**src/rtl/keypad_pkg.sv**
```systemverilog
// Shared types, constants and helpers for the keypad pulse encoder.
package keypad_pkg;

  localparam int NUM_KEYS = 10;
  localparam logic [NUM_KEYS-1:0] KEY_IDLE = 10'h3FF;
  localparam logic [3:0] KEY_CODE_NONE = 4'hF;

  typedef enum logic [2:0] {
    IDLE,
    PRESS_DB,
    EMIT,
    HELD,
    RELEASE_DB
  } kp_state_e;

  // Number of pressed (low) keys in an active-low vector.
  function automatic logic [3:0] onehot_low_count(input logic [NUM_KEYS-1:0] v);
    logic [3:0] cnt;
    cnt = 4'd0;
    for (int i = 0; i < NUM_KEYS; i++) begin
      if (!v[i]) cnt = cnt + 4'd1;
    end
    return cnt;
  endfunction

  // Index of the lowest low bit; KEY_CODE_NONE when no key is pressed.
  function automatic logic [3:0] key_index(input logic [NUM_KEYS-1:0] v);
    logic [3:0] idx;
    idx = KEY_CODE_NONE;
    for (int i = NUM_KEYS - 1; i >= 0; i--) begin
      if (!v[i]) idx = 4'(i);
    end
    return idx;
  endfunction

endpackage

```
**src/rtl/keypad_pulse_encoder_key_sync.sv**
```systemverilog
// Two-flop synchronizer for asynchronous active-low inputs; resets to all ones
// so that a reset looks like "no key pressed".
module key_sync #(
  parameter int WIDTH = 10
) (
  input  logic             clk_i,
  input  logic             rst_ni,
  input  logic [WIDTH-1:0] d_i,
  output logic [WIDTH-1:0] q_o
);

  logic [WIDTH-1:0] s1_q;
  logic [WIDTH-1:0] s2_q;

  always_ff @(posedge clk_i or negedge rst_ni) begin
    if (!rst_ni) begin
      s1_q <= '1;
      s2_q <= '1;
    end else begin
      s1_q <= d_i;
      s2_q <= s1_q;
    end
  end

  assign q_o = s2_q;

endmodule

```
**src/rtl/keypad_pulse_encoder.sv**
```systemverilog
// Keypad front end: synchronize, debounce and turn each press into a one-cycle
// active-low one-hot pulse on A. Optional auto-repeat: KEYPAD_AUTOREPEAT_EN.
module keypad_pulse_encoder
  import keypad_pkg::*;
#(
  parameter int DEBOUNCE_CYCLES = 16,
  parameter int REPEAT_CYCLES   = 64
) (
  input  logic                clk,
  input  logic                rst,
  input  logic [NUM_KEYS-1:0] key_raw,
  output logic [NUM_KEYS-1:0] A,
  output logic [3:0]          key_code,
  output logic                key_valid,
  output logic                multi_err
);

  localparam int CNT_MAX = (DEBOUNCE_CYCLES > REPEAT_CYCLES) ? DEBOUNCE_CYCLES : REPEAT_CYCLES;
  localparam int CNT_W   = $clog2(CNT_MAX + 1);
  localparam logic [CNT_W-1:0] DB_LAST = CNT_W'(DEBOUNCE_CYCLES - 1);
`ifdef KEYPAD_AUTOREPEAT_EN
  localparam logic [CNT_W-1:0] RPT_LAST = CNT_W'(REPEAT_CYCLES - 1);
`endif

  logic [NUM_KEYS-1:0] sync_key;
  logic [3:0]          low_cnt;
  logic                key_none;
  logic                key_single;
  logic                key_multi;

  kp_state_e           state_q, state_d;
  logic [NUM_KEYS-1:0] lat_key_q, lat_key_d;
  logic [CNT_W-1:0]    cnt_q, cnt_d;
  logic [NUM_KEYS-1:0] a_q, a_d;
  logic [3:0]          code_q, code_d;
  logic                valid_q, valid_d;
  logic                merr_q, merr_d;

  key_sync #(
    .WIDTH(NUM_KEYS)
  ) u_key_sync (
    .clk_i (clk),
    .rst_ni(rst),
    .d_i   (key_raw),
    .q_o   (sync_key)
  );

  assign low_cnt    = onehot_low_count(sync_key);
  assign key_none   = (sync_key == KEY_IDLE);
  assign key_single = (low_cnt == 4'd1);
  assign key_multi  = (low_cnt >= 4'd2);

  always_comb begin
    state_d   = state_q;
    lat_key_d = lat_key_q;
    cnt_d     = cnt_q;
    merr_d    = 1'b0;
    case (state_q)
      IDLE: begin
        if (key_single) begin
          lat_key_d = sync_key;
          cnt_d     = '0;
          state_d   = PRESS_DB;
        end else if (key_multi) begin
          merr_d    = 1'b1;
          lat_key_d = KEY_IDLE;
          cnt_d     = '0;
          state_d   = HELD;
        end
      end
      PRESS_DB: begin
        if (key_multi) begin
          merr_d    = 1'b1;
          lat_key_d = KEY_IDLE;
          cnt_d     = '0;
          state_d   = HELD;
        end else if (key_none) begin
          state_d = IDLE;
        end else if (sync_key == lat_key_q) begin
          if (cnt_q == DB_LAST) state_d = EMIT;
          else                  cnt_d   = cnt_q + CNT_W'(1);
        end else begin
          // A different single key restarts the debounce on the new key.
          lat_key_d = sync_key;
          cnt_d     = '0;
        end
      end
      EMIT: begin
        cnt_d   = '0;
        state_d = HELD;
      end
      HELD: begin
        if (key_none) begin
          cnt_d   = '0;
          state_d = RELEASE_DB;
        end else begin
`ifdef KEYPAD_AUTOREPEAT_EN
          if (sync_key == lat_key_q) begin
            if (cnt_q == RPT_LAST) state_d = EMIT;
            else                   cnt_d   = cnt_q + CNT_W'(1);
          end else begin
            cnt_d = '0;
          end
`endif
        end
      end
      RELEASE_DB: begin
        if (!key_none) begin
          cnt_d   = '0;
          state_d = HELD;
        end else if (cnt_q == DB_LAST) begin
          state_d = IDLE;
        end else begin
          cnt_d = cnt_q + CNT_W'(1);
        end
      end
      default: begin
        cnt_d   = '0;
        state_d = IDLE;
      end
    endcase
  end

  // Outputs are registered on the edge that enters EMIT.
  always_comb begin
    a_d     = KEY_IDLE;
    code_d  = KEY_CODE_NONE;
    valid_d = 1'b0;
    if (state_d == EMIT) begin
      a_d     = lat_key_q;
      code_d  = key_index(lat_key_q);
      valid_d = 1'b1;
    end
  end

  always_ff @(posedge clk or negedge rst) begin
    if (!rst) begin
      state_q   <= IDLE;
      lat_key_q <= KEY_IDLE;
      cnt_q     <= '0;
      a_q       <= KEY_IDLE;
      code_q    <= KEY_CODE_NONE;
      valid_q   <= 1'b0;
      merr_q    <= 1'b0;
    end else begin
      state_q   <= state_d;
      lat_key_q <= lat_key_d;
      cnt_q     <= cnt_d;
      a_q       <= a_d;
      code_q    <= code_d;
      valid_q   <= valid_d;
      merr_q    <= merr_d;
    end
  end

  assign A         = a_q;
  assign key_code  = code_q;
  assign key_valid = valid_q;
  assign multi_err = merr_q;

endmodule

```
**config.mk**
```make
export PLATFORM = sky130hd
export DESIGN_NAME = keypad_pulse_encoder
export DESIGN_NICKNAME = d
export VERILOG_FILES = /design/src/rtl/keypad_pkg.sv /design/src/rtl/keypad_pulse_encoder_key_sync.sv /design/src/rtl/keypad_pulse_encoder.sv
export SDC_FILE = /design/constraint.sdc
export NUM_CORES = 1
export LEC_CHECK = 0
export BUFFER_PORTS_ARGS = -buffer_cell sky130_fd_sc_hd__buf_2
export CAP_MARGIN = 40
export CORE_MARGIN = 5
export CORE_UTILIZATION = 50
export DETAILED_ROUTE_END_ITERATION = 8
export PLACE_DENSITY_LB_ADDON = 0.2
export SYNTH_ARGS = -nofsm -noshare
export SYNTH_HDL_FRONTEND = slang
export SYNTH_SLANG_ARGS = --single-unit
```
**constraint.sdc**
```tcl
create_clock -name clk -period 13.4 [get_ports clk]
set_input_delay 1.34 -clock clk [delete_from_list [all_inputs] [get_ports clk]]
set_output_delay 1.34 -clock clk [all_outputs]
set_load 0.005 [all_outputs]
```
==> results.md <==
- The average instance in the mapped netlist occupies 10.3 µm².
- Based on the critical path, the design can be clocked at up to 156 MHz.
- The count of port buffers added during placement is 27.
- The accumulated negative setup slack is 0 ns.
- The count of yosys warnings during synthesis is 0.
- For this block, the routed nets add up to 5990 µm of wire.
- The worst setup path is of the flip-flop to flip-flop kind.
- The number of gates given a new drive strength after cts is 0.
- For this run, the slowest stage of the critical path takes 0.60 ns.
- The startpoint of the lowest-slack register-to-register path is u_key_sync.q_o[0].
- The clock reaches the later pin of the worst-skew pair after 0.31 ns.
- In this run the most critical hold path is launched from u_key_sync.s1_q[8].
- The clock tree synthesis step divided the H-tree into 2 levels.
- The share of final-layout standard cells stronger than drive strength 1 is 0.266.
- The static leakage power is 1.50 nW.
- The die is 91.9 µm tall.
- The end of the worst hold path is u_key_sync.q_o[8].
- The layout has 586 filler cells.
- The endpoint arrival time on the critical path is 6.68 ns.
- The die outline area is 8450 µm².
- The post-synthesis instance total is 326.
- For this design the total switching power over the nets is 0.181 mW.
- Of the available clock period, the critical path in the final layout requires 0.479.
- Routability-driven placement finished with a final weighted congestion of 0.879.
- Dividing total power by cell area gives a power density of 139 nW/µm².
- The number of pins exceeding their max-slew limit in the final report is 0.
- The setup check on the worst reg-to-reg path leaves a slack of 6.99 ns.
- During I/O placement, the number of pins put on the boundary was 28.
- The count of standard-cell rows is 29.
- Setup repair after global routing left no endpoint under its margin.
- In the routed design, unresolved DRC markers number 0.
- The part of the power in the clock network is 0.192.
- The cell family contributing the most delay on the critical path is adder cells.
- The number of nets in the layout is 372.
- The CTS tree is done.
- Summing all placed instances gives a cell area of 3530 µm².
- The flow ran to the end, and the final reports show no timing, DRC or antenna violations.
- The worst setup path is launched from a flip-flop.
- The number of cells traversed by the worst register-to-register path is 29.
- The instance count along the most critical hold path is 0.
- The routed length per instance is 14.1 µm.
- The number of antenna repair diodes is 0.
- Once the clock tree was built, the setup fixing pass inserted 0 buffers.
- In the global route stage, overall resource usage came out at 0.149.
- In this run the clock root is driven by a sky130_fd_sc_hd__clkbuf_8.
- The clock passes through at most 2 buffers.
- The data required time of the critical path is 13.66 ns.
- The chip width is 91.9 µm.
- The overall via count from detail_route is 2,398.
- The sum of net half-perimeters after detailed placement is 4310 µm.
- The via count normalized by instance count is 5.63.
- Of the total power, the share spent switching nets is 0.358.
- The count of hold buffers inserted by post-cts repair is 0.
- The worst path buffer plus inverter count is 2.
- The pin count of the biggest net entering global routing is 57.
- For this run, the detailed router's first-pass iteration total came to 4.
- The share of flip-flops with an asynchronous set or reset after synthesis is 1.00.
- The first global-routing pass estimated 10,300 µm of wire.
- After routing the design area is 3620 µm².
- The core outline area is 6420 µm².
- The final hold violation count is 0.
- The clock-pin slew reported for the worst setup and hold paths after clock tree synthesis is 0.11 ns.
- The slowest stage of the critical path belongs to the cell sky130_fd_sc_hd__dfstp_2.
- The endpoint of the lowest-slack register-to-register path is lat_key_q[2].
- The starting density of the core is 0.523.
- The combinational group share of total power is 0.374.
- The synthesized design contains 0 enable-type register cells.
- The via count of the first global-routing pass is 2,243.
- Max-cap violations in this run came to 0.
- The area growth from synthesis to final layout is 7.98%.
- Synthesis produced a netlist with a net count of 350.
- The residual antenna-violating net count after detailed routing is 0.
- The synthesized design contains 56 register bits.
- The predominant post-synthesis flop cell is sky130_fd_sc_hd__dfstp_2.
- The actual transition at the worst max-transition pin is 0.760 ns.
- Across the routed clock network, the largest skew measured is 0.00544 ns.
- In this run the tightest slew margin relative to its limit is 0.489.
- The number of clock buffers added by TritonCTS is 5.
- The violation count after the first detailed-routing iteration is 87.
- The type of the worst min-delay path is flip-flop to flip-flop.
- The total congestion overflow is 0.
- The internal power of the cells totals 0.324 mW.
- The initial antenna violation count is 0.
- The mapped netlist covers 3360 µm².
- The share of power burned in registers is 0.433.
- Synthesis instantiated 69 different standard cells from the library.
- The final count of negative-setup-slack endpoints is 0.
- The worst path in the final design needs a cycle of 6.41 ns, including I/O delays and setup.
- STA classifies the critical path endpoint as a flip-flop.
- The clock sink total is 56.
- The worst-path maximum fanout is 11.
- IR analysis of the VDD net gives a maximum drop of 0.0000507 V.
- The share of synthesized area occupied by flip-flops and latches is 0.434.
stage by stage:
step,util,setup WS (ns),cells,total power [mW],hold WS [ns]
after global routing,0.564,6.35,426,0.547,0.368
after floorplan,-,7.79,326,0.374,0.345
after CTS,0.564,6.97,426,0.512,0.363
after detailed placement,0.549,7.08,418,0.410,0.347
after global placement,0.548,7.20,417,0.405,0.345
final,0.564,6.99,426,0.505,0.361
kinds of logic (layout without fill, tap and decap cells):
kind of cell    count (synthesis)  in the layout  synth area share
compound gates                 80             80             0.169
buf+inv                        30             53            0.0429
flops                          56             56             0.434
xor+xnor                       34             34             0.111
simple gates                  107            107             0.175
fa+ha+maj                      12             12            0.0447
mux                             7              7            0.0227
metal layers:
| layer | wire length [µm] | vias up | global-route usage |
|---|---|---|---|
| met5 | 0 | - | 0 |
| met4 | 87 | 0 | 0.0532 |
| met3 | 298 | 9 | 0.0286 |
| met2 | 2700 | 54 | 0.231 |
| met1 | 2900 | 1126 | 0.209 |
| li1 | - | 1209 | - |
synthesized netlist by cell type, drive strengths merged (3+ instances only):
library cell / number / share of area
o22ai: 5 / 0.011
o21bai: 3 / 0.010
nor4: 6 / 0.013
a31oi: 3 / 0.0056
o21ai: 16 / 0.024
nand2b: 6 / 0.011
nand4: 5 / 0.0093
nand2: 27 / 0.030
dfrtp: 12 / 0.089
o31ai: 3 / 0.0067
nor2: 13 / 0.015
or2: 11 / 0.021
ha: 12 / 0.045
inv: 15 / 0.018
and2: 5 / 0.0093
mux2i: 5 / 0.015
clkbuf: 8 / 0.0089
nor2b: 10 / 0.019
buf: 7 / 0.016
xnor3: 3 / 0.021
dfstp: 44 / 0.34
nand3: 8 / 0.012
a21o: 4 / 0.0089
a22oi: 5 / 0.011
xor2: 6 / 0.021
xnor2: 24 / 0.063
o22a: 10 / 0.026
a21oi: 13 / 0.019
flip-flops by register name (all words and copies together) (netlist names):
| signal | flops |
|---|---|
| A | 10 |
| lat_key_q | 10 |
| u_key_sync.q_o | 10 |
| u_key_sync.s1_q | 10 |
| cnt_q | 7 |
| key_code | 4 |
| state_q | 3 |
| key_valid | 1 |
| multi_err | 1 |
final cells by class:
cell class | count | area, µm² | share of cell area
multi-input combinational | 240 | 1760 | 0.484
sequential | 56 | 1460 | 0.402
timing repair buffer | 30 | 161 | 0.0445
tap | 77 | 96.3 | 0.0266
clock buffer | 5 | 68.8 | 0.0190
inverter | 15 | 58.8 | 0.0162
clock inverter | 3 | 26.3 | 0.00725
worst max-delay path by stage:
stage / endpoint / slack (ns) / from / depth (start not counted)
after floorplan: A[3] / 7.79 / u_key_sync.q_o[0] / 27
after global placement: lat_key_q[9] / 7.20 / u_key_sync.q_o[0] / 24
after detailed placement: lat_key_q[2] / 7.08 / u_key_sync.q_o[0] / 29
after CTS: lat_key_q[2] / 6.97 / u_key_sync.q_o[0] / 29
after global routing: lat_key_q[8] / 6.35 / u_key_sync.q_o[0] / 29
final: lat_key_q[2] / 6.99 / u_key_sync.q_o[0] / 29
power groups by stage:
| stage | sequential [mW] | clock (mW) | combinational [mW] |
|---|---|---|---|
| 3_3_place_gp | 0.221 | 0 | 0.184 |
| 5_1_grt | 0.222 | 0.112 | 0.213 |
| 6_report | 0.219 | 0.0973 | 0.189 |
| 2_1_floorplan | 0.212 | 0 | 0.162 |
| 3_5_place_dp | 0.221 | 0 | 0.189 |
| 4_1_cts | 0.219 | 0.102 | 0.191 |
cell usage in the layout (no fill, tap or decap), drive strengths merged, types with 6 or more instances in the layout:
master	instances
nor2b	10
nor2	13
dfrtp	12
o21ai	16
nand2	27
nand3	8
dfstp	44
inv	17
o22a	10
or2	11
xnor2	24
a21oi	13
ha	12
nand2b	6
xor2	6
nor4	6
buf	29
Note: power is estimated with default switching activity, not from simulation.
